### config.mk
export PLATFORM = sky130hd
export DESIGN_NAME = pattern_tx_fsm
export DESIGN_NICKNAME = d
export VERILOG_FILES = /design/src/rtl/pattern_pkg.sv /design/src/rtl/pattern_shreg.sv /design/src/rtl/pattern_tx_fsm.sv
export SDC_FILE = /design/constraint.sdc
export NUM_CORES = 1
export LEC_CHECK = 0
export BUFFER_PORTS_ARGS = -buffer_cell sky130_fd_sc_hd__buf_2
export CORE_UTILIZATION = 63
export DETAILED_ROUTE_END_ITERATION = 16
export PLACE_DENSITY = 0.89
export SYNTH_ARGS = -nofsm -noshare
export SYNTH_HDL_FRONTEND = slang
export SYNTH_HIERARCHICAL = 1
export SYNTH_SLANG_ARGS = --single-unit
### constraint.sdc
create_clock -name clk -period 6.2 [get_ports clk]
set_clock_uncertainty 0.15 [all_clocks]
set_input_delay 0 -clock clk [delete_from_list [all_inputs] [get_ports clk]]
set_output_delay 0 -clock clk [all_outputs]
set_load 0.02 [all_outputs]
### src/rtl/pattern_pkg.sv
// -----------------------------------------------------------------------------
// pattern_pkg
// Shared types and constants for the serial pattern transmitter.
//   tx_state_t      : FSM state encoding of pattern_tx_fsm
//   IDLE_LEVEL_DEF  : default line level while no pattern bit is driven
//   calc_len_w()    : width needed to hold a length of 0..width
// -----------------------------------------------------------------------------
package pattern_pkg;

   typedef enum logic [1:0] {
      S_IDLE  = 2'd0,
      S_SHIFT = 2'd1,
      S_GAP   = 2'd2,
      S_DONE  = 2'd3
   } tx_state_t;

   localparam logic IDLE_LEVEL_DEF = 1'b1;

   function automatic int calc_len_w(input int width);
      return $clog2(width) + 1;
   endfunction

endpackage

### src/rtl/pattern_shreg.sv
// -----------------------------------------------------------------------------
// pattern_shreg
// Left-shifting pattern register with parallel load and zero fill.
// Ports:
//   clk, reset : clock (rising edge), asynchronous active-high reset (clears)
//   i_load     : load i_din (has priority over i_shift)
//   i_shift    : shift left by one, zero into bit 0
//   i_din      : parallel load value
//   o_msb      : current MSB (bit being transmitted)
//   o_nxt      : bit that becomes MSB after the next shift
// -----------------------------------------------------------------------------
module pattern_shreg #(
   parameter int WIDTH = 8
) (
   input  logic             clk,
   input  logic             reset,
   input  logic             i_load,
   input  logic             i_shift,
   input  logic [WIDTH-1:0] i_din,
   output logic             o_msb,
   output logic             o_nxt
);

   logic [WIDTH-1:0] r_q;

   always_ff @(posedge clk or posedge reset) begin
      if (reset) begin
         r_q <= '0;
      end else if (i_load) begin
         r_q <= i_din;
      end else if (i_shift) begin
         r_q <= {r_q[WIDTH-2:0], 1'b0};
      end
   end

   assign o_msb = r_q[WIDTH-1];
   assign o_nxt = r_q[WIDTH-2];

endmodule

### src/rtl/pattern_tx_fsm.sv
// -----------------------------------------------------------------------------
// pattern_tx_fsm
// Serial pattern transmitter (Moore FSM). Captures up to WIDTH bits on start,
// shifts them out MSB-first one per clock, optionally repeating the pattern
// with a one-cycle idle gap between repetitions.
// Ports:
//   clk, reset : clock (rising edge), asynchronous active-high reset
//   start      : transfer request, accepted only while ready=1
//   pattern    : bits to send; bit len-1 first, bit 0 last
//   len        : number of bits to send, clamped to WIDTH
//   repeat_n   : extra repetitions (total sends = repeat_n+1)
//   abort      : synchronous cancel while shifting or in the gap
//   ready      : idle, start will be accepted
//   a          : serial data (IDLE_LEVEL when no bit is driven)
//   valid      : a carries a pattern bit this cycle
//   done       : one-cycle pulse at normal completion
// -----------------------------------------------------------------------------
module pattern_tx_fsm
   import pattern_pkg::*;
#(
   parameter  int   WIDTH      = 8,
   parameter  int   REPEAT_W   = 4,
   parameter  logic IDLE_LEVEL = IDLE_LEVEL_DEF,
   localparam int   LEN_W      = calc_len_w(WIDTH)
) (
   input  logic                clk,
   input  logic                reset,
   input  logic                start,
   input  logic [WIDTH-1:0]    pattern,
   input  logic [LEN_W-1:0]    len,
   input  logic [REPEAT_W-1:0] repeat_n,
   input  logic                abort,
   output logic                ready,
   output logic                a,
   output logic                valid,
   output logic                done
);

   tx_state_t           r_state;
   logic                r_ready;
   logic                r_a;
   logic                r_valid;
   logic                r_done;
   logic [LEN_W-1:0]    r_bit_cnt;
   logic [LEN_W-1:0]    r_len_cap;
   logic [REPEAT_W-1:0] r_rep_cnt;
   logic [WIDTH-1:0]    r_pat_cap;

   logic [LEN_W-1:0]    w_eff_len;
   logic [WIDTH-1:0]    w_just;
   logic                w_idle;
   logic                w_in_shift;
   logic                w_last;
   logic                w_reload;
   logic                w_shift_en;
   logic                w_load_en;
   logic [WIDTH-1:0]    w_load_val;
   logic                w_msb;
   logic                w_nxt;

   // Clamp length, then left-justify so the first bit to send sits at the MSB.
   assign w_eff_len  = (len > LEN_W'(WIDTH)) ? LEN_W'(WIDTH) : len;
   assign w_just     = pattern << (LEN_W'(WIDTH) - w_eff_len);

   assign w_idle     = (r_state == S_IDLE);
   assign w_in_shift = (r_state == S_SHIFT);
   assign w_last     = (r_bit_cnt == '0);
   assign w_reload   = w_in_shift & ~abort & w_last & (r_rep_cnt != '0);
   assign w_shift_en = w_in_shift & ~abort & ~w_last;
   assign w_load_en  = (w_idle & start) | w_reload;
   // A fresh start loads from the inputs; a repetition reloads the captured copy.
   assign w_load_val = w_idle ? w_just : r_pat_cap;

   pattern_shreg #(
      .WIDTH (WIDTH)
   ) u_shreg (
      .clk     (clk),
      .reset   (reset),
      .i_load  (w_load_en),
      .i_shift (w_shift_en),
      .i_din   (w_load_val),
      .o_msb   (w_msb),
      .o_nxt   (w_nxt)
   );

   // Outputs are registered for the state being entered, so r_a must carry
   // the bit that will sit at the shift register MSB after this edge.
   always_ff @(posedge clk or posedge reset) begin
      if (reset) begin
         r_state   <= S_IDLE;
         r_ready   <= 1'b1;
         r_a       <= IDLE_LEVEL;
         r_valid   <= 1'b0;
         r_done    <= 1'b0;
         r_bit_cnt <= '0;
         r_len_cap <= '0;
         r_rep_cnt <= '0;
         r_pat_cap <= '0;
      end else begin
         case (r_state)
            S_IDLE: begin
               if (start) begin
                  r_pat_cap <= w_just;
                  r_len_cap <= w_eff_len;
                  r_rep_cnt <= repeat_n;
                  r_bit_cnt <= w_eff_len - LEN_W'(1);
                  r_ready   <= 1'b0;
                  if (w_eff_len != '0) begin
                     r_state <= S_SHIFT;
                     r_valid <= 1'b1;
                     r_a     <= w_just[WIDTH-1];
                  end else begin
                     r_state <= S_DONE;
                     r_done  <= 1'b1;
                  end
               end
            end
            S_SHIFT: begin
               if (abort) begin
                  r_state <= S_IDLE;
                  r_ready <= 1'b1;
                  r_valid <= 1'b0;
                  r_a     <= IDLE_LEVEL;
               end else if (!w_last) begin
                  r_bit_cnt <= r_bit_cnt - LEN_W'(1);
                  r_a       <= w_nxt;
               end else if (r_rep_cnt != '0) begin
                  r_rep_cnt <= r_rep_cnt - REPEAT_W'(1);
                  r_bit_cnt <= r_len_cap - LEN_W'(1);
                  r_state   <= S_GAP;
                  r_valid   <= 1'b0;
                  r_a       <= IDLE_LEVEL;
               end else begin
                  r_state <= S_DONE;
                  r_done  <= 1'b1;
                  r_valid <= 1'b0;
                  r_a     <= IDLE_LEVEL;
               end
            end
            S_GAP: begin
               if (abort) begin
                  r_state <= S_IDLE;
                  r_ready <= 1'b1;
               end else begin
                  // Shift register was reloaded on entry to the gap.
                  r_state <= S_SHIFT;
                  r_valid <= 1'b1;
                  r_a     <= w_msb;
               end
            end
            S_DONE: begin
               r_state <= S_IDLE;
               r_done  <= 1'b0;
               r_ready <= 1'b1;
            end
            default: begin
               r_state <= S_IDLE;
               r_ready <= 1'b1;
               r_valid <= 1'b0;
               r_done  <= 1'b0;
               r_a     <= IDLE_LEVEL;
            end
         endcase
      end
   end

   assign ready = r_ready;
   assign a     = r_a;
   assign valid = r_valid;
   assign done  = r_done;

endmodule

# Yosys cells after proc, flatten, opt, wreduce, memory -nomap -nowiden
# Cells that the tools add are included.
[word_totals]
ff_bits = 34
in_bits = 20
word_cells = 98
[op_classes]
n_addsub = 5
order_cmp = 1
eq_ne = 14
shifts = 1
muxes = 42
bitwise_logic = 8
n_reduce_logical = 17
[ops]
columns = ["operator", "count"]
rows = [
  ["$mux W4", 9],
  ["$mux W8", 3],
  ["$mux W1", 19],
  ["$pmux W4 S2", 2],
  ["$sub A4 B1 Y4 const B", 4],
  ["$pmux W1 S3", 4],
  ["$ne A2 B2 Y1 const B", 5],
  ["$reduce_and A5 Y1", 2],
  ["$mux W2", 4],
  ["$ne A2 B1 Y1 const B", 4],
  ["$pmux W2 S4", 1],
  ["$reduce_and A4 Y1", 2],
  ["$reduce_bool A4 Y1", 2],
  ["$shl A8 B4 Y8", 1],
  ["$ne A3 B2 Y1 const B", 2],
  ["$reduce_and A2 Y1", 3],
  ["$reduce_and A6 Y1", 1],
  ["$reduce_bool A3 Y1", 2],
  ["$and A1 B1 Y1", 5],
  ["$eq A2 B2 Y1 const B", 2],
  ["$gt A4 B4 Y1 const B", 1],
  ["$logic_not A4 Y1", 1],
  ["$reduce_bool A2 Y1", 2],
  ["$sub A4 B4 Y4 const A", 1],
  ["other kinds (5)", 6],
]

# Longest topological paths before layout
# Gate-level depths: netlist (run 1).
[logic_depth]
depth_word = 7
ltp_mapped = 11

# By module
# The synthesis (run 1) kept the hierarchy.
[modules_own_cells]
columns = ["module", "n_inst", "cells_per_inst", "area_each_um2", "seq_area_each_um2"]
rows = [
  ["pattern_tx_fsm", 1, 218, 1855.5, 653.1],
  ["pattern_shreg", 1, 35, 372.9, 200.2],
]

# Least setup slack after synthesis (run 1)
# OpenSTA, ideal clock, no wires.
[synth_path]
path_type = "input to register"
startpoint = "input len[0]"
endpoint = "register u_shreg.r_q[5]"
setup_ns = 0.078
arrival_ns = 2.022
required_ns = 5.972
path_slack_ns = 3.950
stages = 11
path_cell_list = "nor2b_1 -> buf_2 -> clkinv_1 -> ha_1 -> clkbuf_1 -> or4b_2 -> a31oi_1 -> a21oi_1 -> o31ai_1 -> nand2_1 -> o21ai_1"
[synth_between]
elab_chain_cells = 6
[synth_rtl]
columns = ["item", "line_no", "source"]
rows = [
  ["from (decl)", "pattern_tx_fsm.sv:30", "input logic [LEN_W-1:0] len,"],
  ["$gt A4 B4 Y1", "pattern_tx_fsm.sv:62", "assign w_eff_len = (len > LEN_W'(WIDTH)) ? LEN_W'(WIDTH) : len;"],
  ["$mux W4 *", "pattern_tx_fsm.sv:62", ""],
  ["$sub A4 B4 Y4 *", "pattern_tx_fsm.sv:63", "assign w_just = pattern << (LEN_W'(WIDTH) - w_eff_len);"],
  ["$shl A8 B4 Y8 *", "pattern_tx_fsm.sv:63", ""],
  ["$mux W8 *", "pattern_tx_fsm.sv:72", "assign w_load_val = w_idle ? w_just : r_pat_cap;"],
  ["net w_load_val[5]", "pattern_tx_fsm.sv:57", "logic [WIDTH-1:0] w_load_val;"],
  ["$mux W8 *", "pattern_shreg.sv:29", "end else if (i_load) begin"],
  ["to (signal assigned)", "pattern_shreg.sv:30", "r_q <= i_din;"],
  ["to (signal assigned)", "pattern_shreg.sv:32", "r_q <= {r_q[WIDTH-2:0], 1'b0};"],
  ["to (decl)", "pattern_shreg.sv:24", "logic [WIDTH-1:0] r_q;"],
]
# The timed path passes the listed nets; every way through them passes the cells marked *.
# A chain may end at the register's enable or synchronous reset.

# Worst setup path after layout (run 1)
[layout_path]
startpoint = "input len[3]"
endpoint = "register u_shreg.r_q[5]"
# The elaborated chain is that of the path after synthesis.

==> results.cfg, run 1 <==
[layout]
nets = 317
finalNonFillerCells = 333
n_antenna_cell = 0
finish.instance_area_sq_mm = 0.00254
syn2layout_area_growth_pct = 13.8
drive_gt1_share_pct = 15.3

[power]
p_seq_share_pct = 38.3
power_switching_mw = 0.460
p_clk_share_pct = 10.7
peakVddDrop_mv = 0.244
switching_share_pct = 43.4
cell_internal_pwr_mw = 0.601
power_frac_comb_pct = 51.0
p_per_area_mw_per_mm2 = 419
p_leak_nw = 1.13

[timing]
finalMaxSlewViolations = 0
finalSetupTns_ns = 0
fmax_mhz = 308
rsz0062_at_grt = no
worst_slew_pin_slew_ns = 1.01
period_minus_slack_ns = 3.24
fin_crit_sh_pct = 52.3
relSlewSlack_pct = 32.3
hold_viol = 0
setup_viol = 0

[clock_network]
cts_resized = 0
cts_buffers = 5
cts_tree = yes
cts_sinks = 34
clock_path_buffers = 2
clk_pin_slew_ns = 0.09
clock_latency_ns = 0.34
cts_root_buf = clkbuf_4
h-tree-depth = 2

[setup_path]
reg2regPathDepth = 6
critPathArrivalTime_ns = 3.36
r2r_start = r_state[1]
worst_setup_path_end_kind = register
worstPathRequired_ns = 6.32
critPathKind = in -> reg
ff2ff_setup_slack_ns = 3.34
cp_max_fo = 11
rr_endpoint = u_shreg/r_q[5]
startpoint_type = primary input

[route]
wl_per_cell_microns = 14.0
drt_iter0_markers = 95
met1_length_microns = 2230
wl_met3_microns = 213
route.detailed.drc = 0
drtAntennaViolNets = 0
vias_per_cell = 5.77
wl_met2_microns = 2160
routed_wl_microns = 4660
firstDrtPassIters = 4
vias = 1920
dr.max_layer_used = met4

[logic_synthesis]
synth.distinct_cells = 46
synth_top_family_by_area = simple AND/OR/NAND/NOR gates
synthSimpleGateAreaFrac_pct = 19.0
muxShareOfSynthArea_pct = 12.5
synthCells = 253
yosys_warnings = 6
synth_nets = 283
synth_top_area_share_pct = 35.9
synth-main-ff-cell = dfrtp_1
synth_compound_area_share_pct = 19.0
synth_area_leaders = dfrtp_1, mux2i_1, nand2_1
synth_edf_count = 0
ys_async_sr_fraction_pct = 100
synth_area_sq_mm = 0.00223
synth_xor_area_share_pct = 1.18
syn_area_per_cell_sq_um = 8.81
yosysSeqAreaShare_pct = 38.3
ys_ff_latch = 34
synth_fa_ha_area_share_pct = 5.61
synth_area_leader_cell = dfrtp_1

[placed_design]
dpl.hpwl_microns = 3310
dp.cells = 312
place_congestion = 0.869
portBuffers = 23
place_area_sq_mm = 0.00235

[die]
row_count = 21
start_util_pct = 66.3
die-area_sq_mm = 0.00378
die_h_microns = 61.5
die_width_microns = 61.5
core_region_area_sq_mm = 0.00336
io_pins = 24

[run]
cap_violations = 0

[grt]
grt_usage_pct = 28.4
grt_first_pass_wirelength_microns = 7820
antenna_found_initial = 0
grt_max_degree = 27
grt_pass1_vias = 1775
grt_remaining_overflow = 0

[run_status]
status = finished, final reports clean

[worst_hold_path]
worstHoldEndpoint = r_pat_cap[6]
hold_path_depth = 5
hold_path.class = in -> reg
hold_start = pattern[5]
state kept, by name, summed over array words and instances, names as in the netlist:
name	cells
r_pat_cap	8
u_shreg/r_q	8
r_bit_cnt	4
r_len_cap	4
r_rep_cnt	4
r_state	2
a	1
done	1
ready	1
valid	1
worst max-delay path by stage:
stage	depth (start not counted)	to	slack [ns]	from
6_report	11	u_shreg/r_q[5]	2.96	len[3]
5_1_grt	11	u_shreg/r_q[5]	2.75	len[0]
4_1_cts	11	u_shreg/r_q[5]	3.01	len[3]
3_5_place_dp	10	u_shreg/r_q[5]	3.20	len[0]
3_3_place_gp	10	u_shreg/r_q[5]	3.34	len[3]
2_1_floorplan	11	u_shreg/r_q[5]	3.95	len[0]
power groups by stage:
stage               Sequential [mW]  Clock (mW)  Combinational [mW]
global placement              0.403           0               0.511
detailed placement            0.409           0               0.527
floorplan                     0.402           0               0.422
finish                        0.406       0.114               0.541
global route                  0.420       0.127               0.619
CTS                           0.405       0.116               0.541
routing by layer:
layer	GRT usage, %	vias to the layer above
met3	5.67	5
met4	9.52	0
met2	43.9	57
met1	40.1	891
li1	-	967
met5	0	-
cells by family after synthesis:
kind of cell,count (synthesis)
DFF,34
xor gates and xnor gates,3
AOI/OAI and AO/OA,70
muxes,27
and+or+nand+nor,87
adders and majority gates,10
buffers and inverters,22
layout make-up:
| type | count | area [sq um] |
|---|---|---|
| timing repair buffer | 38 | 263 |
| sequential | 34 | 853 |
| multi-input combinational | 197 | 1280 |
| fill | 270 | 827 |
| inverter | 11 | 41.3 |
| clock buffer | 7 | 45.0 |
| tap | 46 | 57.6 |
synth_stat cells (2+ instances only):
cell,count
buf_6,2
nor3b_1,3
dfrtp_1,32
a21oi_1,19
nor3_1,2
a21o_1,2
xor2_1,2
inv_1,9
mux2i_1,20
mux2_2,7
nand2b_1,7
o21bai_1,2
ha_1,10
a211oi_1,2
o211ai_1,2
nand2_1,36
dfstp_2,2
o21ai_0,19
o21ai_1,7
nor2_1,18
nand3_1,3
o22ai_1,4
clkbuf_1,8
nor4_1,3
nor2b_1,5
nor4b_1,2
a32oi_1,2
o31ai_1,5
critical path, stage by stage:
cell,delay (ns)
dlygate4sd3_1,0.54
buf_2,0.18
nor2b_1,0.58
clkinv_1,0.40
ha_1,0.39
or4b_2,0.66
a31oi_1,0.15
a21oi_1,0.08
o31ai_1,0.25
nand2_1,0.08
o21ai_1,0.07
what timing repair did:
item                                   4_1_cts  5_1_grt
endpoints found under the hold margin       45        0
buffers inserted                             0        0
hold buffers                                14        0
per-stage QoR:
stage                     power [mW]  setup slack, ns  utilization, %  hold WS (ns)
after detailed placement       0.937             3.20            69.9        -0.182
final                           1.06             2.96            75.4        0.0521
after CTS                       1.06             3.01            75.4        0.0430
after global routing            1.17             2.75            75.4        0.0896
after floorplan                0.825             3.95               -        -0.334
after global placement         0.915             3.34            69.9        -0.185
placed cells by master (no fill, tap or decap), drive strengths merged, types with 2 or more instances in the layout:
cell type,count
nor4b,2
a32oi,2
a21oi,19
mux2,7
xor2,2
buf,24
nor3b,3
inv,10
nand2b,7
o21bai,2
nand3,3
a21o,2
o21ai,26
o31ai,5
dfstp,2
nor2b,5
dlygate4sd3,14
clkbuf,7
mux2i,20
nor2,18
nor3,2
dfrtp,32
o211ai,2
nor4,3
ha,10
a211oi,2
o22ai,4
nand2,36
(Power assumes the default switching activity.)
==> run 2: changes to the inputs <==
--- a/config.mk
+++ b/config.mk
@@ -5,10 +5,11 @@
 export SDC_FILE = /design/constraint.sdc
 export NUM_CORES = 1
 export LEC_CHECK = 0
+export ABC_AREA = 1
 export BUFFER_PORTS_ARGS = -buffer_cell sky130_fd_sc_hd__buf_2
-export CORE_UTILIZATION = 63
+export CORE_UTILIZATION = 53
 export DETAILED_ROUTE_END_ITERATION = 16
-export PLACE_DENSITY = 0.89
+export PLACE_DENSITY = 0.8
 export SYNTH_ARGS = -nofsm -noshare
 export SYNTH_HDL_FRONTEND = slang
 export SYNTH_HIERARCHICAL = 1
==> constraint.sdc (replaced) <==
create_clock -name clk -period 2.7 [get_ports clk]
set_clock_uncertainty 0.15 [all_clocks]
set_input_delay 0 -clock clk [delete_from_list [all_inputs] [get_ports clk]]
set_output_delay 0 -clock clk [all_outputs]
set_load 0.02 [all_outputs]
==> results.cfg, run 2 <==
[clock_network]
cts_root_buf = clkbuf_8
clock_path_buffers = 2
cts_tree = yes
clock_latency_ns = 0.29
cts_resized = 0
clk_pin_slew_ns = 0.07
cts_buffers = 5
cts_sinks = 34
h-tree-depth = 2

[power]
p_leak_nw = 1.40
p_per_area_mw_per_mm2 = 1050
power_frac_comb_pct = 53.4
power_switching_mw = 1.28
p_seq_share_pct = 32.7
peakVddDrop_mv = 0.562
cell_internal_pwr_mw = 1.49
p_clk_share_pct = 13.9
switching_share_pct = 46.2

[setup_path]
r2r_start = r_state[0]
cp_max_fo = 12
ff2ff_setup_slack_ns = 0.23
rr_endpoint = ready
cp_cell_sequence = inv_1, ha_1, inv_1, buf_4, o22ai_1, dlygate4sd3_1, nand2_1, o21ai_0
path_buf_inv = 4
critical-path-slowest-cell = dlygate4sd3_1
crit_family = buffers and inverters
slowest_delay_ns = 0.59
worstPathRequired_ns = 2.76
worst_setup_path_end_kind = register
critPathKind = reg -> reg
startpoint_type = register
critPathArrivalTime_ns = 2.53
crit_top_cell = inv_1
reg2regPathDepth = 8

[timing]
fmax_mhz = 405
finalMaxSlewViolations = 0
setup_ws_ns = 0.231
fin_crit_sh_pct = 91.4
worst_slew_pin_slew_ns = 0.989
finalSetupTns_ns = 0
hold_viol = 0
setup_viol = 0
relSlewSlack_pct = 34.0
period_minus_slack_ns = 2.47
rsz0062_at_grt = no

[placed_design]
portBuffers = 23
place_congestion = 0.883
dp.cells = 399
dpl.hpwl_microns = 3740
dpl_worst_slack_ns = 0.409

[layout]
n_antenna_cell = 0
syn2layout_area_growth_pct = 15.7
finalNonFillerCells = 419
fin_util_pct = 64.9
nets = 398
mostFrequentLayoutCells = nand2_1, nand3_1, dfrtp_1
largestRegisters = r_pat_cap x8, u_shreg/r_q x8
final_common_cell = nand2_1
drive_gt1_share_pct = 14.1

[logic_synthesis]
yosysSeqAreaShare_pct = 37.5
synth_area_sq_mm = 0.00228
yosys-top-cells-count = nand2_1, nand3_1, dfrtp_1
synth_area_leader_cell = dfrtp_1
synth-main-ff-cell = dfrtp_1
syn_area_per_cell_sq_um = 6.88
synth_edf_count = 0
synth_nets = 361
synthCells = 331
synth.distinct_cells = 29
yosys_warnings = 6
ys_async_sr_fraction_pct = 100
ys_ff_latch = 34
synth_top_area_share_pct = 35.2
synth_most_common_cell = nand2_1
synth_area_leaders = dfrtp_1, nand2_1, nand3_1

[grt]
grt_remaining_overflow = 0
use_met2_pct = 41.2
grt_usage_pct = 25.1
grt_use_met1_pct = 32.5
grt_pass1_vias = 2032
grt_max_degree = 27
antenna_found_initial = 0
grt_first_pass_wirelength_microns = 8650
grt-busiest-layer = met2
grt_util_met3_pct = 5.24

[die]
row_count = 23
io_pins = 24
die-area_sq_mm = 0.00456
die_width_microns = 67.5
start_util_pct = 56.1
core_region_area_sq_mm = 0.00406
die_h_microns = 67.5

[route]
routed_wl_microns = 4930
vias_per_cell = 5.14
drt_iter0_markers = 198
drtAntennaViolNets = 0
wl_per_cell_microns = 11.8
vias = 2152
firstDrtPassIters = 4
route.detailed.drc = 0

[run]
cap_violations = 0

[run_status]
status = finished, final reports clean

[worst_hold_path]
hold_path.class = in -> async
==> run 2: layout make-up <==
class,count,area (sq um)
clock inverter,1,5.00
timing repair buffer,38,258
tap,50,62.6
clock buffer,7,86.3
multi-input combinational,255,1240
inverter,34,128
fill,369,1430
sequential,34,853
==> run 2: metrics by stage <==
stage	area [sq um]	hold slack [ns]	power, mW
floorplan	2280	-0.334	2.04
global placement	2420	-0.193	2.28
detailed placement	2420	-0.186	2.34
CTS	2630	0.0491	2.76
global route	2630	0.0948	3.04
finish	2630	0.0466	2.76
==> run 2: worst min-delay path, delay by kind of cell <==
kind     cells  cell delay (ns)
buf+inv      3             0.88
==> run 2: cell families after synthesis <==
family	synth area share, %
simple gates	37.9
compound gates	9.95
buf+inv	8.03
flops	37.5
fa+ha+maj	5.50
xor+xnor	1.10
==> run 2: power groups by stage <==
stage,clock [mW],sequential [mW],combinational (mW)
6_report,0.385,0.903,1.47
5_1_grt,0.415,0.930,1.70
4_1_cts,0.391,0.903,1.47
3_5_place_dp,0,0.910,1.43
3_3_place_gp,0,0.904,1.38
2_1_floorplan,0,0.916,1.12
==> run 2: worst max-delay path by stage <==
stage          startpoint              to  cells after the start
2_1_floorplan  r_state[0]  u_shreg/r_q[6]                     10
3_3_place_gp   r_state[1]  u_shreg/r_q[2]                      9
3_5_place_dp   r_state[1]  u_shreg/r_q[5]                      9
4_1_cts        r_state[0]           ready                      8
5_1_grt        r_state[0]           ready                      8
6_report       r_state[0]           ready                      8
==> run 2: timing repair <==
item                       4_1_cts  5_1_grt
setup buffers                    0        0
hold buffers                    12        0
setup endpoints to repair        0        0
hold endpoints to repair        42        0
==> run 2: routing by layer <==
metal / vias up / wire, microns
met5: - / 0
met4: 0 / 65
met3: 7 / 221
met2: 59 / 2340
met1: 960 / 2310
li1: 1126 / -
